--- src/rtl/md4_block.sv ---
// rtl/md4_block.sv - iterative MD4 compression, one step per clock
// Latches IV and block on a rising irdy, runs 48 steps, then adds the saved IV back in.
module md4_block (
  input  logic         clk,
  input  logic         rst_n,
  input  logic         irdy,
  input  logic [31:0]  in_a,
  input  logic [31:0]  in_b,
  input  logic [31:0]  in_c,
  input  logic [31:0]  in_d,
  input  logic [511:0] data,
  output logic         ordy,
  output logic [31:0]  out_a,
  output logic [31:0]  out_b,
  output logic [31:0]  out_c,
  output logic [31:0]  out_d
);

  typedef enum logic [1:0] {IDLE, BUSY, FINAL, DONE} state_t;

  state_t      state;
  logic        irdy_q;
  logic [5:0]  step;
  logic [31:0] a, b, c, d;
  logic [31:0] sa, sb, sc, sd;
  logic [31:0] x [16];

  logic        start;
  logic [3:0]  idx;
  logic [3:0]  ki;
  logic [4:0]  sh;
  logic [31:0] f, kc, t, a_new;
  logic [63:0] dbl;

  assign start = irdy & ~irdy_q & ((state == IDLE) | (state == DONE));
  assign idx   = step[3:0];

  // Round function, constant, message index and rotation for the current step.
  always_comb begin
    f  = '0;
    kc = '0;
    ki = idx;
    sh = 5'd3;
    case (step[5:4])
      2'd0: begin
        f  = (b & c) | (~b & d);
        kc = 32'h0000_0000;
        ki = idx;
        case (idx[1:0])
          2'd0: sh = 5'd3;
          2'd1: sh = 5'd7;
          2'd2: sh = 5'd11;
          default: sh = 5'd19;
        endcase
      end
      2'd1: begin
        f  = (b & c) | (b & d) | (c & d);
        kc = 32'h5A82_7999;
        ki = {idx[1:0], idx[3:2]};
        case (idx[1:0])
          2'd0: sh = 5'd3;
          2'd1: sh = 5'd5;
          2'd2: sh = 5'd9;
          default: sh = 5'd13;
        endcase
      end
      default: begin
        f  = b ^ c ^ d;
        kc = 32'h6ED9_EBA1;
        ki = {idx[0], idx[1], idx[2], idx[3]};
        case (idx[1:0])
          2'd0: sh = 5'd3;
          2'd1: sh = 5'd9;
          2'd2: sh = 5'd11;
          default: sh = 5'd15;
        endcase
      end
    endcase
  end

  assign t     = a + f + x[ki] + kc;
  assign dbl   = {t, t} << sh;
  assign a_new = dbl[63:32];

  always_ff @(posedge clk or negedge rst_n) begin
    if (!rst_n) begin
      state  <= IDLE;
      irdy_q <= 1'b0;
      step   <= '0;
      ordy   <= 1'b0;
      out_a  <= '0;
      out_b  <= '0;
      out_c  <= '0;
      out_d  <= '0;
      a      <= '0;
      b      <= '0;
      c      <= '0;
      d      <= '0;
      sa     <= '0;
      sb     <= '0;
      sc     <= '0;
      sd     <= '0;
      for (int i = 0; i < 16; i++) x[i] <= '0;
    end else begin
      irdy_q <= irdy;
      case (state)
        IDLE, DONE: begin
          if (start) begin
            a     <= in_a;
            b     <= in_b;
            c     <= in_c;
            d     <= in_d;
            sa    <= in_a;
            sb    <= in_b;
            sc    <= in_c;
            sd    <= in_d;
            for (int i = 0; i < 16; i++) x[i] <= data[32*i +: 32];
            ordy  <= 1'b0;
            step  <= '0;
            state <= BUSY;
          end
        end
        BUSY: begin
          a <= d;
          b <= a_new;
          c <= b;
          d <= c;
          if (step == 6'd47) begin
            state <= FINAL;
          end else begin
            step <= step + 6'd1;
          end
        end
        FINAL: begin
          out_a <= sa + a;
          out_b <= sb + b;
          out_c <= sc + c;
          out_d <= sd + d;
          ordy  <= 1'b1;
          state <= DONE;
        end
        default: state <= IDLE;
      endcase
    end
  end

endmodule

--- config.mk ---
export PLATFORM = sky130hd
export DESIGN_NAME = md4_block
export DESIGN_NICKNAME = d
export VERILOG_FILES = /design/src/rtl/md4_block.sv
export SDC_FILE = /design/constraint.sdc
export NUM_CORES = 2
export LEC_CHECK = 0
export CAP_MARGIN = 20
export CELL_PAD_IN_SITES_DETAIL_PLACEMENT = 1
export CELL_PAD_IN_SITES_GLOBAL_PLACEMENT = 1
export CORE_MARGIN = 2
export CORE_UTILIZATION = 40
export DETAILED_ROUTE_END_ITERATION = 10
export GPL_TIMING_DRIVEN = 0
export PLACE_DENSITY_LB_ADDON = 0.1
export REMOVE_ABC_BUFFERS = 1
export SLEW_MARGIN = 40
export SYNTH_ARGS = -nofsm -noshare
export SYNTH_HDL_FRONTEND = slang
export SYNTH_SLANG_ARGS = --single-unit
--- constraint.sdc ---
create_clock -name clk -period 21.8 [get_ports clk]
set_input_delay 3.27 -clock clk [delete_from_list [all_inputs] [get_ports clk]]
set_output_delay 3.27 -clock clk [all_outputs]
set_load 0.02 [all_outputs]
After elaboration in Yosys (flattened, before gate mapping)
Cells that the tools add are included.

storage, ports and cells
  bits in registers = 906
  input port bits = 643
  output and inout bits = 129

operators by class
  add/sub/neg operators = 8
  order comparisons = 1
  equal/unequal tests = 10
  shift operators = 1
  mux-type cells = 26
  bitwise gates (word level) = 15
  reductions and logical operators = 11

operators by type and width
  kind                                            number
  one-hot mux 32 bit (2 select lines)             5
  adder 32 bit                                    7
  two-way mux 32 bit                              6
  bitwise AND 32 bit                              4
  binary-select mux 32 bit (select 4 bit)         1
  OR 32 bit                                       3
  left shift 64 x 5 -> 64 bit                     1
  bitwise XOR 32 bit                              2
  one-hot mux 31 bit (2 select lines)             1
  inverter 32 bit                                 1
  one-hot mux 4 bit (3 select lines)              2
  one-hot mux 5 bit (3 select lines)              1
  two-way mux 6 bit                               2
  one-hot mux 6 bit (2 select lines)              1
  one-hot mux 5 bit (2 select lines)              1
  one-hot mux 4 bit (2 select lines)              1
  AND reduction 2 bit                             4
  adder 6 x 1 -> 6 bit (second input constant)    1
  == test 2 x 1 -> 1 bit (second input constant)  3
  == test 2 bit (second input constant)           3
  == test 6 bit (second input constant)           1
  logical NOT 2 bit                               3
  != test 2 bit (second input constant)           3
  one-hot mux 2 bit (3 select lines)              1
  other kinds (11)                                14

Depth between registers and ports, before layout
  depth after elaboration = 10
  depth in mapped cells = 25

Worst setup path after synthesis
No wires, ideal clock.

  path type = register -> register
  from = reg step[4]
  to = reg b[12]
  setup time = 0.119 ns
  arrival = 6.909 ns
  required time = 21.681 ns
  slack = 14.772 ns
  stages on the path, launching flop included = 26
  path buffers = 4
  period minus slack after synthesis = 7.028 ns
  cells stage by stage = dfrtp_1 clkbuf_1 mux2i_1 o21a_1 clkbuf_1 buf_1 buf_1 mux4_2 mux2i_1 a21oi_1 fa_1 ha_1 ha_1 inv_1 fa_1 nand2b_1 a21o_1 a2111oi_0 nor2_1 a21oi_1 a21oi_1 xor2_1 nor2_1 a2111o_1 a31o_2 and2_1

on the way
  word-level cells in the longest chain between the ends = 10
  elaborated cells between the ends (all ways) = 15

RTL lines
  what                                                  line  text
  from (decl)                                           23    logic [5:0] step;
  from (signal assigned)                                131   step <= step + 6'd1;
  branches (longest 8 deep; another with adder 32 bit)  -
  left shift 64 x 5 -> 64 bit *                         82    assign dbl = {t, t} << sh;
  one-hot mux 32 bit (2 select lines) *                 106   case (state)
  to (signal assigned)                                  110   b <= in_b;
  to (signal assigned)                                  125   b <= a_new;
  to (decl)                                             24    logic [31:0] a, b, c, d;

Every way passes the cells marked *. The select of a mux whose other input is x is not followed.
A chain may end at the register's enable or synchronous reset.

Final worst setup path
  from = reg step[4]
  to = reg b[16]

Same word-level chain as after synthesis.

==> Flow_metrics.wiki <==
{| class="wikitable"
! Metric !! Value
|-
| Worst setup EP type || flop
|-
| Result of the run || finished clean
|-
| Post-cts repair resize count || 0
|-
| Cell-internal power || 6400 uW
|-
| Adder-cell share of the synthesized area || 7.70%
|-
| Global-route total usage across every layer || 28.7%
|-
| Arrival time at the worst endpoint || 9.34 ns
|-
| DRC violations left || 0
|-
| Overflow left after global routing || 0
|-
| Crit Path Category || flop to flop
|-
| Net switching power || 5760 uW
|-
| Data required time at the worst endpoint || 22.36 ns
|-
| Number of distinct standard cells referenced by the synthesized netlist || 75
|-
| Via-per-instance ratio || 5.38
|-
| Detailed placer's ending HPWL || 145 mm
|-
| Fill cell count || 14.4k
|-
| H-tree lvl count || 3
|-
| Max VDD drop || 0.113 mV
|-
| Unrepaired setup endpoints after global routing || no
|-
| Placeable core area || 127000 um2
|-
| Buffer levels on the longest clock path || 3
|-
| Clock transition at the registers of the reported paths || 0.06 ns
|-
| Final std cells w/o fill || 8196
|-
| Cell occurring most often along the worst timing path || buf_12
|-
| Sink count of the clock tree || 906
|-
| Count of antenna-violating nets left after detailed routing || 0
|-
| Sequential share of power || 23.8%
|-
| Post-Layout Inst Area || 66200 um2
|-
| Synthesis Warnings || 0
|-
| Horizontal die dimension || 362 um
|-
| Power per cell area || 184 nW/um2
|-
| Critical-path top delay cell || dfrtp_4
|-
| Via count of the first global-routing pass || 47.6k
|-
| Placed instance area || 62400 um2
|-
| Clock root buffer || clkbuf_16
|-
| Share of the synthesized area in compound gates (AO/OA/AOI/OAI) || 10.3%
|-
| Finished Core Util || 52.0%
|-
| Final wirelength || 189 mm
|-
| Routability-driven placement congestion ratio || 0.878
|-
| Number of violations of the max-capacitance limit || 0
|-
| Total instance count after detailed placement || 7950
|-
| Sequential area share after synthesis || 44.2%
|-
| Fraction of registers with async set or reset after synthesis || 100%
|-
| Final count of negative-setup-slack endpoints || 0
|-
| Count of pins over their slew limit || 0
|-
| Mapped Area || 51300 um2
|-
| Number of clock buffers inserted by TritonCTS || 106
|-
| Post-Synthesis Cells || 5714
|-
| Share of layout cells above drive strength 1 || 8.78%
|-
| Proportion of synthesized area in mux cells || 11.1%
|-
| Number of hold violations in the final report || 0
|-
| Leakage power of the design || 0.0320 uW
|-
| Cell Rows || 131
|-
| First-pass GRT wire length || 289 mm
|-
| Largest driver fanout on the critical path || 29
|-
| Latest clock arrival within the worst-skew pair || 0.73 ns
|-
| Per-instance average area after synthesis || 8.98 um2
|-
| Period Utilization, post-route || 40.3%
|-
| Main combinational cell family by area after synthesis || simple AND/OR/NAND/NOR gates
|-
| First DRT Iteration DRCs || 2463
|-
| Min-Delay Path Class || flop to flop
|-
| Proportion of power drawn by the clock network || 15.5%
|-
| Via Count || 44.1k
|-
| CTS tree || built
|-
| First-pass DRT Iterations || 5
|-
| Maximum achievable frequency || 114 MHz
|-
| Initial antenna violation count || 95
|-
| I/O pin cnt || 772
|-
| Area share of xor/xnor cells in the synthesized design || 2.39%
|-
| Floorplan die area || 131000 um2
|-
| Layout area overhead || 29.1%
|-
| EDFF count, synth || 0
|-
| NumNets Final || 7300
|-
| Maximum number of pins on one net before global-route repair || 109
|-
| Drt wl/cell || 23.0 um
|-
| Number of buffers inserted by post-CTS setup repair || 0
|-
| Worst slew margin relative to its limit || 40.4%
|-
| Final clock skew || 0.0331 ns
|-
| Die height || 362 um
|-
| Input/output buffers || 771
|-
| Slew at the pin with the worst max-slew slack || 0.889 ns
|-
| Switching part of the total || 47.3%
|-
| #FFs+latches synth || 906
|-
| Simple-Gate Fraction of Synth Area || 21.1%
|-
| Starting density of the core || 40.3%
|-
| Most common flop cell mapped by yosys || dfrtp_1
|-
| Final critical delay including setup and external delays || 8.78 ns
|-
| Number of buffers added to fix hold violations after cts || 0
|-
| Sort of element at the start of the critical path || flop
|-
| Slowest cell delay on critical path || 0.72 ns
|-
| Comb power frac || 60.8%
|}
area by class of cell:
type / count / area, um2 / area share [%]
diodes: 52 / 130 / 0.196
clock buffers: 153 / 3080 / 4.65
clock inverters: 41 / 576 / 0.869
inverters: 122 / 460 / 0.695
multi-input cells: 4372 / 27100 / 41.0
flip-flops and latches: 906 / 22700 / 34.2
well taps: 1662 / 2080 / 3.14
repair buffers: 888 / 10100 / 15.2
cell usage after synthesis, types with 54 or more instances:
library cell	instances	area, um2
nand2_1	2255	8460
dfrtp_1	906	22700
clkbuf_1	285	1070
a21oi_1	260	1300
o21ai_0	233	1170
nor2_1	186	698
mux2i_1	175	1750
ha_1	170	2130
mux4_2	125	2820
inv_1	121	454
xnor2_1	105	920
mux2_2	101	1140
fa_1	91	1820
a21o_1	74	556
nand3_1	54	270
critical path, delay by kind of cell, from the launching register on:
kind	cells	cell delay [ns]
AOI/OAI and AO/OA	10	2.92
adders and majority gates	4	1.55
buffers and inverters	7	1.41
DFF	1	0.72
muxes	2	0.79
and+or+nand+nor	5	1.12
placed cells by master (no fill, tap or decap), types with 101 or more instances in the layout:
master	netlist	layout
nand2_1	2255	2254
dfrtp_1	906	904
clkdlybuf4s50_1	0	770
a21oi_1	260	255
o21ai_0	233	231
nor2_1	186	184
mux2i_1	175	175
ha_1	170	168
mux4_2	125	125
inv_1	121	119
clkbuf_16	0	107
xnor2_1	105	105
mux2_2	101	101
routing by layer:
metal	vias to the layer above	track usage, %	share of wire [%]
met5	-	0	0.28
met4	80	11.9	3.8
met3	352	5.67	5.1
met2	946	49.2	50
met1	22100	35.4	41
li1	20600	-	-
logic make-up (layout without fill, tap and decap cells):
family / Yosys count / in the layout
simple gates: 2725 / 2725
flops: 906 / 906
compound gates: 845 / 845
buf+inv: 436 / 1204
mux: 401 / 401
fa+ha+maj: 261 / 261
xor+xnor: 140 / 140
other cells: 0 / 52
power groups by stage:
| stage | logic (uW) | registers, uW | clock network, uW |
|---|---|---|---|
| floorplan | 5270 | 2830 | 0 |
| global placement | 8700 | 3240 | 0 |
| detailed placement | 7330 | 2910 | 0 |
| CTS | 7380 | 2890 | 1920 |
| global route | 8130 | 2970 | 1980 |
| finish | 7390 | 2890 | 1880 |
flip-flops by register name (all words and copies together), names as in the netlist, 2 cells and up:
register and count:
x 512, a 32, b 32, c 32
d 32, out_a 32, out_b 32, out_c 32
out_d 32, sa 32, sb 32, sc 32
sd 32, step 6, state 2
metrics by stage:
stage	total power, uW	worst slack [ns]	TNS [ns]	hold slack (ns)
after floorplan	8110	-45.04	-6635.47	0.440
after global placement	11900	-153.28	-	0.453
after detailed placement	10200	12.90	0	0.457
after CTS	12200	12.87	0	0.472
after global routing	13100	12.50	0	0.485
final	12200	13.02	0	0.465
worst paths after layout:
kind                                startpoint                    to  slack [ns]  depth (start not counted)
max in group asynchronous                rst_n    x[125]$_DFFE_PN0P_       17.35                          4
max reg2reg                step[4]$_DFFE_PN0P_     b[16]$_DFFE_PN0P_       13.02                         28
min                         x[335]$_DFFE_PN0P_    x[335]$_DFFE_PN0P_        0.47                          2
min in group asynchronous                rst_n  out_d[2]$_DFFE_PN0P_        2.44                          1
max                        step[4]$_DFFE_PN0P_     b[16]$_DFFE_PN0P_       13.02                         28
min reg2reg                 x[335]$_DFFE_PN0P_    x[335]$_DFFE_PN0P_        0.47                          2
(Power assumes the default switching activity.)
